`config.mk`:
```
export PLATFORM = sky130hd
export DESIGN_NAME = memory_interface
export DESIGN_NICKNAME = d
export VERILOG_FILES = /design/src/rtl/memory_interface_pkg.sv /design/src/rtl/memory_interface_load_extender.sv /design/src/rtl/memory_interface.sv
export SDC_FILE = /design/constraint.sdc
export NUM_CORES = 1
export LEC_CHECK = 0
export CAP_MARGIN = 20
export CORE_MARGIN = 3
export CORE_UTILIZATION = 42
export DETAILED_ROUTE_END_ITERATION = 6
export PLACE_DENSITY = 0.78
export SYNTH_ARGS = -nofsm -noshare
export SYNTH_HDL_FRONTEND = slang
export SYNTH_SLANG_ARGS = --single-unit
```
`constraint.sdc`:
```
create_clock -name clk -period 6.18 [get_ports clk]
set_input_delay 1.236 -clock clk [delete_from_list [all_inputs] [get_ports clk]]
set_output_delay 1.236 -clock clk [all_outputs]
set_load 0.01 [all_outputs]
```
`src/rtl/memory_interface_pkg.sv`:
```
// Shared definitions for the memory interface: size codes, FSM states and
// access-rule helpers used by the top and the load extender.
package memory_interface_pkg;

    localparam int DEF_XLEN       = 64;
    localparam int DEF_BUS_ADDR_W = 32;

    localparam logic [1:0] SZ_B = 2'b00;
    localparam logic [1:0] SZ_H = 2'b01;
    localparam logic [1:0] SZ_W = 2'b10;
    localparam logic [1:0] SZ_D = 2'b11;

    typedef enum logic [1:0] {IDLE, BEAT0, BEAT1, DONE} state_e;

    function automatic logic is_misaligned(input logic [1:0] size, input logic [2:0] a);
        case (size)
            SZ_H:    return a[0];
            SZ_W:    return |a[1:0];
            SZ_D:    return |a;
            default: return 1'b0;
        endcase
    endfunction

    // Byte enables for a store; wide accesses always use the full word.
    function automatic logic [3:0] store_be(input logic [1:0] size, input logic [1:0] lo);
        case (size)
            SZ_B:    return 4'b0001 << lo;
            SZ_H:    return 4'b0011 << lo;
            default: return 4'b1111;
        endcase
    endfunction

endpackage

```
`src/rtl/memory_interface_load_extender.sv`:
```
// Combinational load path: pick the addressed lane out of the bus word and
// sign- or zero-extend it to the datapath width.
module load_extender
    import memory_interface_pkg::*;
#(
    parameter int XLEN = DEF_XLEN
) (
    input  logic [31:0]     rdata,
    input  logic [1:0]      lo,
    input  logic [1:0]      size,
    input  logic            zext,
    output logic [XLEN-1:0] data
);

    logic [31:0] lane;

    always_comb begin
        lane = rdata >> {lo, 3'b000};
        case (size)
            SZ_B:    data = zext ? XLEN'(lane[7:0])  : XLEN'($signed(lane[7:0]));
            SZ_H:    data = zext ? XLEN'(lane[15:0]) : XLEN'($signed(lane[15:0]));
            SZ_W:    data = zext ? XLEN'(lane)       : XLEN'($signed(lane));
            default: data = XLEN'(rdata);
        endcase
    end

endmodule

```
`src/rtl/memory_interface.sv`:
```
// Memory-side partner of the control unit: turns a held memory_start into one
// or two 32-bit bus beats and answers with a single-cycle memory_done.
module memory_interface
    import memory_interface_pkg::*;
#(
    parameter int XLEN       = DEF_XLEN,
    parameter int BUS_ADDR_W = DEF_BUS_ADDR_W
) (
    input  logic                  clk,
    input  logic                  reset,
    input  logic                  memory_start,
    input  logic                  sel_mem_operation,
    input  logic [1:0]            sel_mem_size,
    input  logic [2:0]            sel_mem_extension,
    input  logic [XLEN-1:0]       address,
    input  logic [XLEN-1:0]       write_data,
    output logic                  memory_done,
    output logic [XLEN-1:0]       read_data,
    output logic                  misaligned,
    output logic                  bus_req,
    output logic                  bus_we,
    output logic [BUS_ADDR_W-1:0] bus_addr,
    output logic [3:0]            bus_be,
    output logic [31:0]           bus_wdata,
    input  logic [31:0]           bus_rdata,
    input  logic                  bus_ack
);

    state_e                state_q, state_d;
    logic                  bus_req_q, bus_req_d;
    logic                  bus_we_q, bus_we_d;
    logic [BUS_ADDR_W-1:0] bus_addr_q, bus_addr_d;
    logic [3:0]            bus_be_q, bus_be_d;
    logic [31:0]           bus_wdata_q, bus_wdata_d;
    logic [XLEN-1:0]       read_data_q, read_data_d;
    logic                  done_q, done_d;
    logic                  mis_q, mis_d;
    logic [1:0]            size_q, size_d;
    logic [1:0]            lo_q, lo_d;
    logic                  zext_q, zext_d;
    logic [31:0]           lo_word_q, lo_word_d;
    logic [31:0]           wdata0;
    logic [XLEN-1:0]       ext_data;
    logic                  unused_ok;

    assign unused_ok = ^{address[XLEN-1:BUS_ADDR_W], sel_mem_extension[1:0]};

    load_extender #(.XLEN(XLEN)) u_load_extender (
        .rdata (bus_rdata),
        .lo    (lo_q),
        .size  (size_q),
        .zext  (zext_q),
        .data  (ext_data)
    );

    always_comb begin
        case (sel_mem_size)
            SZ_B:    wdata0 = 32'(write_data[7:0])  << {address[1:0], 3'b000};
            SZ_H:    wdata0 = 32'(write_data[15:0]) << {address[1:0], 3'b000};
            default: wdata0 = write_data[31:0];
        endcase
    end

    always_comb begin
        state_d     = state_q;
        bus_req_d   = bus_req_q;
        bus_we_d    = bus_we_q;
        bus_addr_d  = bus_addr_q;
        bus_be_d    = bus_be_q;
        bus_wdata_d = bus_wdata_q;
        read_data_d = read_data_q;
        done_d      = 1'b0;
        mis_d       = 1'b0;
        size_d      = size_q;
        lo_d        = lo_q;
        zext_d      = zext_q;
        lo_word_d   = lo_word_q;
        case (state_q)
            IDLE: if (memory_start) begin
                if (is_misaligned(sel_mem_size, address[2:0])) begin
                    state_d = DONE;
                    done_d  = 1'b1;
                    mis_d   = 1'b1;
                end else begin
                    state_d     = BEAT0;
                    bus_req_d   = 1'b1;
                    bus_we_d    = sel_mem_operation;
                    bus_addr_d  = {address[BUS_ADDR_W-1:2], 2'b00};
                    bus_be_d    = sel_mem_operation ? store_be(sel_mem_size, address[1:0]) : 4'b0000;
                    bus_wdata_d = sel_mem_operation ? wdata0 : 32'h0;
                    size_d      = sel_mem_size;
                    lo_d        = address[1:0];
                    zext_d      = sel_mem_extension[2];
                end
            end
            BEAT0: if (bus_ack) begin
                if (size_q == SZ_D) begin
                    // request stays up; only the beat-specific fields move on
                    state_d     = BEAT1;
                    bus_addr_d  = bus_addr_q + BUS_ADDR_W'(4);
                    bus_wdata_d = bus_we_q ? write_data[63:32] : 32'h0;
                    lo_word_d   = bus_rdata;
                end else begin
                    state_d = DONE;
                    done_d  = 1'b1;
                    if (!bus_we_q) read_data_d = ext_data;
                end
            end
            BEAT1: if (bus_ack) begin
                state_d = DONE;
                done_d  = 1'b1;
                if (!bus_we_q) read_data_d = XLEN'({bus_rdata, lo_word_q});
            end
            default: state_d = IDLE;
        endcase
        if (state_d == DONE) begin
            bus_req_d   = 1'b0;
            bus_we_d    = 1'b0;
            bus_addr_d  = '0;
            bus_be_d    = 4'b0000;
            bus_wdata_d = 32'h0;
        end
    end

    always_ff @(posedge clk or posedge reset) begin
        if (reset) begin
            state_q     <= IDLE;
            bus_req_q   <= 1'b0;
            bus_we_q    <= 1'b0;
            bus_addr_q  <= '0;
            bus_be_q    <= 4'b0000;
            bus_wdata_q <= 32'h0;
            read_data_q <= '0;
            done_q      <= 1'b0;
            mis_q       <= 1'b0;
            size_q      <= SZ_B;
            lo_q        <= 2'b00;
            zext_q      <= 1'b0;
            lo_word_q   <= 32'h0;
        end else begin
            state_q     <= state_d;
            bus_req_q   <= bus_req_d;
            bus_we_q    <= bus_we_d;
            bus_addr_q  <= bus_addr_d;
            bus_be_q    <= bus_be_d;
            bus_wdata_q <= bus_wdata_d;
            read_data_q <= read_data_d;
            done_q      <= done_d;
            mis_q       <= mis_d;
            size_q      <= size_d;
            lo_q        <= lo_d;
            zext_q      <= zext_d;
            lo_word_q   <= lo_word_d;
        end
    end

    assign memory_done = done_q;
    assign misaligned  = mis_q;
    assign read_data   = read_data_q;
    assign bus_req     = bus_req_q;
    assign bus_we      = bus_we_q;
    assign bus_addr    = bus_addr_q;
    assign bus_be      = bus_be_q;
    assign bus_wdata   = bus_wdata_q;

endmodule

```
; Word-level counts from Yosys, hierarchy flattened
; Cells that the tools add are included.
[op_classes]
muxes = 55
eq_ne = 19
shifts = 5
n_bitwise = 1
add_sub_neg = 1
reduce_logical = 14
[op_table]
columns = operator, count
row1 = 2-to-1 mux 64 bit, 8
row2 = 2-to-1 mux 32 bit, 12
row3 = case mux 32 bit (2 select lines), 3
row4 = case mux 64 bit (3 select lines), 1
row5 = case mux 64 bit (2 select lines), 1
row6 = "adder 32 x 3 -> 32 bit, second input constant", 1
row7 = left shift 16 x 5 -> 32 bit, 1
row8 = left shift 8 x 5 -> 32 bit, 1
row9 = >> shifter 32 x 5 -> 32 bit, 1
row10 = 2-to-1 mux 4 bit, 5
row11 = 2-to-1 mux 1 bit, 17
row12 = "equality test 2 bit, second input constant", 6
row13 = "!= test 3 bit, second input constant", 4
row14 = "!= test 2 bit, second input constant", 5
row15 = AND reduction 3 bit, 3
row16 = 2-to-1 mux 2 bit, 4
row17 = case mux 4 bit (2 select lines), 1
row18 = "equality test 2 x 1 -> 1 bit, second input constant", 3
row19 = logical NOT 2 bit, 3
row20 = case mux 1 bit (3 select lines), 2
row21 = case mux 2 bit (3 select lines), 1
row22 = AND reduction 6 bit, 1
row23 = nonzero test 2 bit, 3
row24 = AND reduction 5 bit, 1
row25 = other kinds (7), 7
[word_totals]
input_bits = 170
elab_cells = 108
register_bits = 175
output_inout_bits = 136

; Logic depth before layout (Yosys ltp)
[logic_depth]
ltp_word = 10
mapped_depth = 9
ltp_nobuf = 6

; Hierarchy
; Synthesis repeated with hierarchy kept, for this count alone.
[hier_totals]
hier_cells = 1198
hier_area_um2 = 9656.8
[modules_own_cells]
columns = module, seq_area_each_um2, cells_each, area_each_um2, n_inst
row1 = memory_interface, 4329.2, 1010, 8491.9, 1
row2 = load_extender, 0.0, 188, 1164.9, 1

; Least setup slack after synthesis
; Ideal clock, no wire load.
[synth_timing]
kind = in2reg
from = in memory_start
to = reg bus_addr_q[29], in the netlist bus_addr[29]
setup_ns = 0.082
cell_stages = 7
setup_slack_ns = 3.496
path_buffers = 2
arrival_ns = 2.602
t_required_ns = 6.098
path_cell_list = or3b_1 -> a211o_1 -> buf_4 -> and2_1 -> buf_6 -> a21o_1 -> o22ai_1
[synth_via]
elab_chain_len = 5
word_cells_on_any_way = 10
classes_between = 5 x eq/ne / 3 x mux / 2 x reduce/logical
[synth_lines]
columns = element, line
row1 = "start, declared", memory_interface.sv:11  ; input logic memory_start,
row2 = 2-to-1 mux 2 bit, memory_interface.sv:79  ; IDLE: if (memory_start) begin
row3 = case mux 2 bit (3 select lines), memory_interface.sv:78  ; case (state_q)
row4 = equality test 2 bit, memory_interface.sv:116  ; if (state_d == DONE) begin
row5 = != test 3 bit (no line) / nonzero test 3 bit (equally long branches), -
row6 = AND reduction 5 bit (no line), -
row7 = "end signal, assigned", memory_interface.sv:144  ; bus_addr_q <= bus_addr_d;
row8 = "end, declared", memory_interface.sv:32  ; logic [BUS_ADDR_W-1:0] bus_addr_q, bus_addr_d;
; Parallel ways exist; a longest one is shown, timed or not.
; A chain may end at the register's enable or synchronous reset.

; Worst setup path in the final report
[layout_timing]
from = in bus_ack
to = reg bus_addr_q[25], in the netlist bus_addr[25]
[layout_via]
elab_chain_len = 5
word_cells_on_any_way = 11
classes_between = 5 x eq/ne / 4 x mux / 2 x reduce/logical
[layout_lines]
columns = element, line
row1 = "start, declared", memory_interface.sv:26  ; input logic bus_ack
row2 = "2-to-1 mux 2 bit, on equally long branches", "memory_interface.sv:109, memory_interface.sv:96"
row3 = case mux 2 bit (3 select lines), memory_interface.sv:78
row4 = equality test 2 bit, memory_interface.sv:116
row5 = != test 3 bit (no line) / nonzero test 3 bit (equally long branches), -
row6 = AND reduction 5 bit (no line), -
; Parallel ways exist; a longest one is shown, timed or not.

==> out/results.tsv <==
metric	value	unit
status	complete, no violations	
wl_met3	2030	um
antenna_found_initial	0	
critPathRequiredTime	6490	ps
core_area	21200	sq um
grt-ovfl-total	0	
drc	0	
slew_headroom	25.1	%
hold_viol_final	0	
final_area	12600	sq um
finalWirelength	31200	um
placement.io_buffers	269	
drtIter0Drc	806	
dieArea	23400	sq um
multiInputGateArea	4380	sq um
synth_edf_count	0	
nNetsFinal	1434	
placement_rows	53	
ys.flop_type	dfrtp_1	
routabilityCongestion	0.898	
crit_fanout	45	
ios	306	
cts_tree	built	
ys_seq_area_share	47.7	%
setup_viol	0	
cts-hold-fix-buffers	0	
ant_nets	0	
async_reset_ff_share	100	%
worst_pin_slew	1120	ps
post-route-min-period	4000	ps
ys_seq_elements	173	
syn_area	9070	sq um
leakage	0.00522	uW
fillers	1860	
hold_class	reg2reg	
seqCellArea	4330	sq um
post_cts_resized	0	
cts.clk_slew.worst_paths	70	ps
cts_setup_buffers	0	
first_pass_iters	7	
fin_ws	2180	ps
maxCapViolations	0	
clkSinkCount	173	
die_h	153	um
clock_insertion_delay_worst_skew	430	ps
post-route-period-util	64.7	%
reg2reg_slack	2640	ps
cts_made_buffers	17	
vdd_drop_max	200	uV
area_growth	38.7	%
via_per_inst	5.80	
syn_area_per_cell	8.71	sq um
htreeDepth	4	
rsz0062_at_grt	false	
synth_cells	1041	
m1WireLength	13800	um
start_util	42.9	%
grt_pass1_vias	8818	
grt_max_degree	79	
yosysUniqueCellTypes	68	
top_layer	met4	
clock_path_buffers	2	
wl_met2	14600	um
cp.arrival	4310	ps
cts.root.buffer_cell	clkbuf_16	
placed_area	11900	sq um
wl_per_cell	20.1	um
layout_common_cells	clkdlybuf4s50_1, nand2_1, dfrtp_1	
finalSetupTns	0	ps
vias	9006	
fp.dieW	153	um
grt_pass1_wl	49400	um
path_class	in2reg	
max_freq	250	MHz
slew_viol_final	0	
final_layout_size_suffix_gt1_share	6.03	%
yosysWarnings	0	
layout_commonest_cell	clkdlybuf4s50_1	
setup.worst_path.start_class	input port	
dp_hpwl	21500	um
cp-end-kind	flop	
total_power	5950	uW
power_density	473	nW/um^2
fin_skew	15.5	ps
preCtsSetupSlack	1590	ps
grt_util_all_layers	26.1	%
==> final timing paths <==
path	start	endpoint	cells past startpoint
min in group asynchronous	reset	bus_addr[3]	2
worst min-delay path	lo_word_q[3]	lo_word_q[3]	2
worst max register to register	state_q[0]	read_data[20]	5
worst min register to register	lo_word_q[3]	lo_word_q[3]	2
max in group asynchronous	reset	bus_be[0]	3
worst max-delay path	bus_ack	bus_addr[25]	7
==> kinds of logic (layout without fill, tap and decap cells) <==
kind of cell	count (synthesis)	after routing	share of synthesized area, %
AND/OR/NAND/NOR	411	411	20.6
AO/OA/AOI/OAI	335	335	24.1
flip-flops	173	173	47.7
buffers and inverters	95	329	4.51
multiplexers	25	25	2.86
adder cells (fa/ha/maj)	1	1	0.138
other	1	3	0.0413
==> metal layers <==
layer | track usage [%] | vias up
met5 | 0 | -
met4 | 7.68 | 0
met3 | 4.84 | 51
met2 | 40.6 | 381
met1 | 37.5 | 4401
li1 | - | 4173
==> through the flow <==
step / instances / utilization [%] / hold slack (ps)
global placement: 1516 / 56.2 / 452
floorplan: 1042 / - / 439
CTS: 1548 / 59.3 / 473
global route: 1551 / 59.5 / 491
finish: 1552 / 59.5 / 471
detailed placement: 1516 / 56.2 / 456
==> final cells by class <==
type	instances	share of cell area (%)
Timing Repair Buffer	285	22.5
Inverter	12	0.398
Sequential cell	173	34.4
Tap cell	275	2.74
Clock inverter	14	1.61
Clock buffer	18	3.49
Multi-Input combinational cell	774	34.8
Antenna cell	1	0.0199
==> synthesized netlist by cell type (3+ instances only) <==
library cell / number / area share (%)
a22oi_1: 37 / 3.1
nor2_1: 75 / 3.1
a22o_1: 20 / 1.9
clkbuf_1: 52 / 2.2
a32o_1: 8 / 0.88
dfrtp_1: 173 / 48
a221o_1: 4 / 0.44
mux2_2: 7 / 0.87
nor2b_1: 19 / 1.3
and3_1: 5 / 0.34
o31ai_1: 12 / 0.99
nand3_1: 13 / 0.72
or3_1: 8 / 0.55
nand2_1: 228 / 9.4
a211o_1: 5 / 0.48
o22ai_1: 8 / 0.55
buf_4: 3 / 0.25
or2_2: 4 / 0.28
nor3_1: 7 / 0.39
a211oi_1: 14 / 1.2
a2bb2oi_1: 8 / 0.77
nand2b_1: 11 / 0.76
buf_2: 21 / 1.2
o211ai_1: 4 / 0.33
inv_1: 12 / 0.50
o21ai_1: 40 / 2.2
nor4_1: 5 / 0.34
a31oi_1: 4 / 0.28
mux2i_1: 18 / 2.0
nand4_1: 9 / 0.62
nand3b_1: 3 / 0.25
and2_1: 6 / 0.41
o21ai_0: 52 / 2.9
o32ai_1: 16 / 1.5
a21o_1: 6 / 0.50
buf_1: 5 / 0.21
a21oi_1: 81 / 4.5
==> critical path: stages <==
cell	delay (ps)
clkdlybuf4s50_1	590
nand4_1	270
or2_2	830
and2_1	700
buf_4	310
nor2_1	70
a221o_1	300
==> sequential cells by signal, indices dropped and copies added (netlist names) <==
register and count:
memory_done 1, bus_req 1, read_data 64, bus_wdata 32
misaligned 1, bus_addr 30, lo_word_q 32, zext_q 1
lo_q 2, size_q 2, bus_be 4, bus_we 1
state_q 2
==> where the power goes <==
| group | leakage [uW] | switching, uW | internal (uW) | total [uW] |
|---|---|---|---|---|
| registers | 0.00221 | 443 | 1600 | 2040 |
| logic | 0.00269 | 1460 | 1260 | 2720 |
| clock network | 0.000318 | 491 | 698 | 1190 |
| total | 0.00522 | 2400 | 3560 | 5950 |
(Power assumes the default switching activity.)
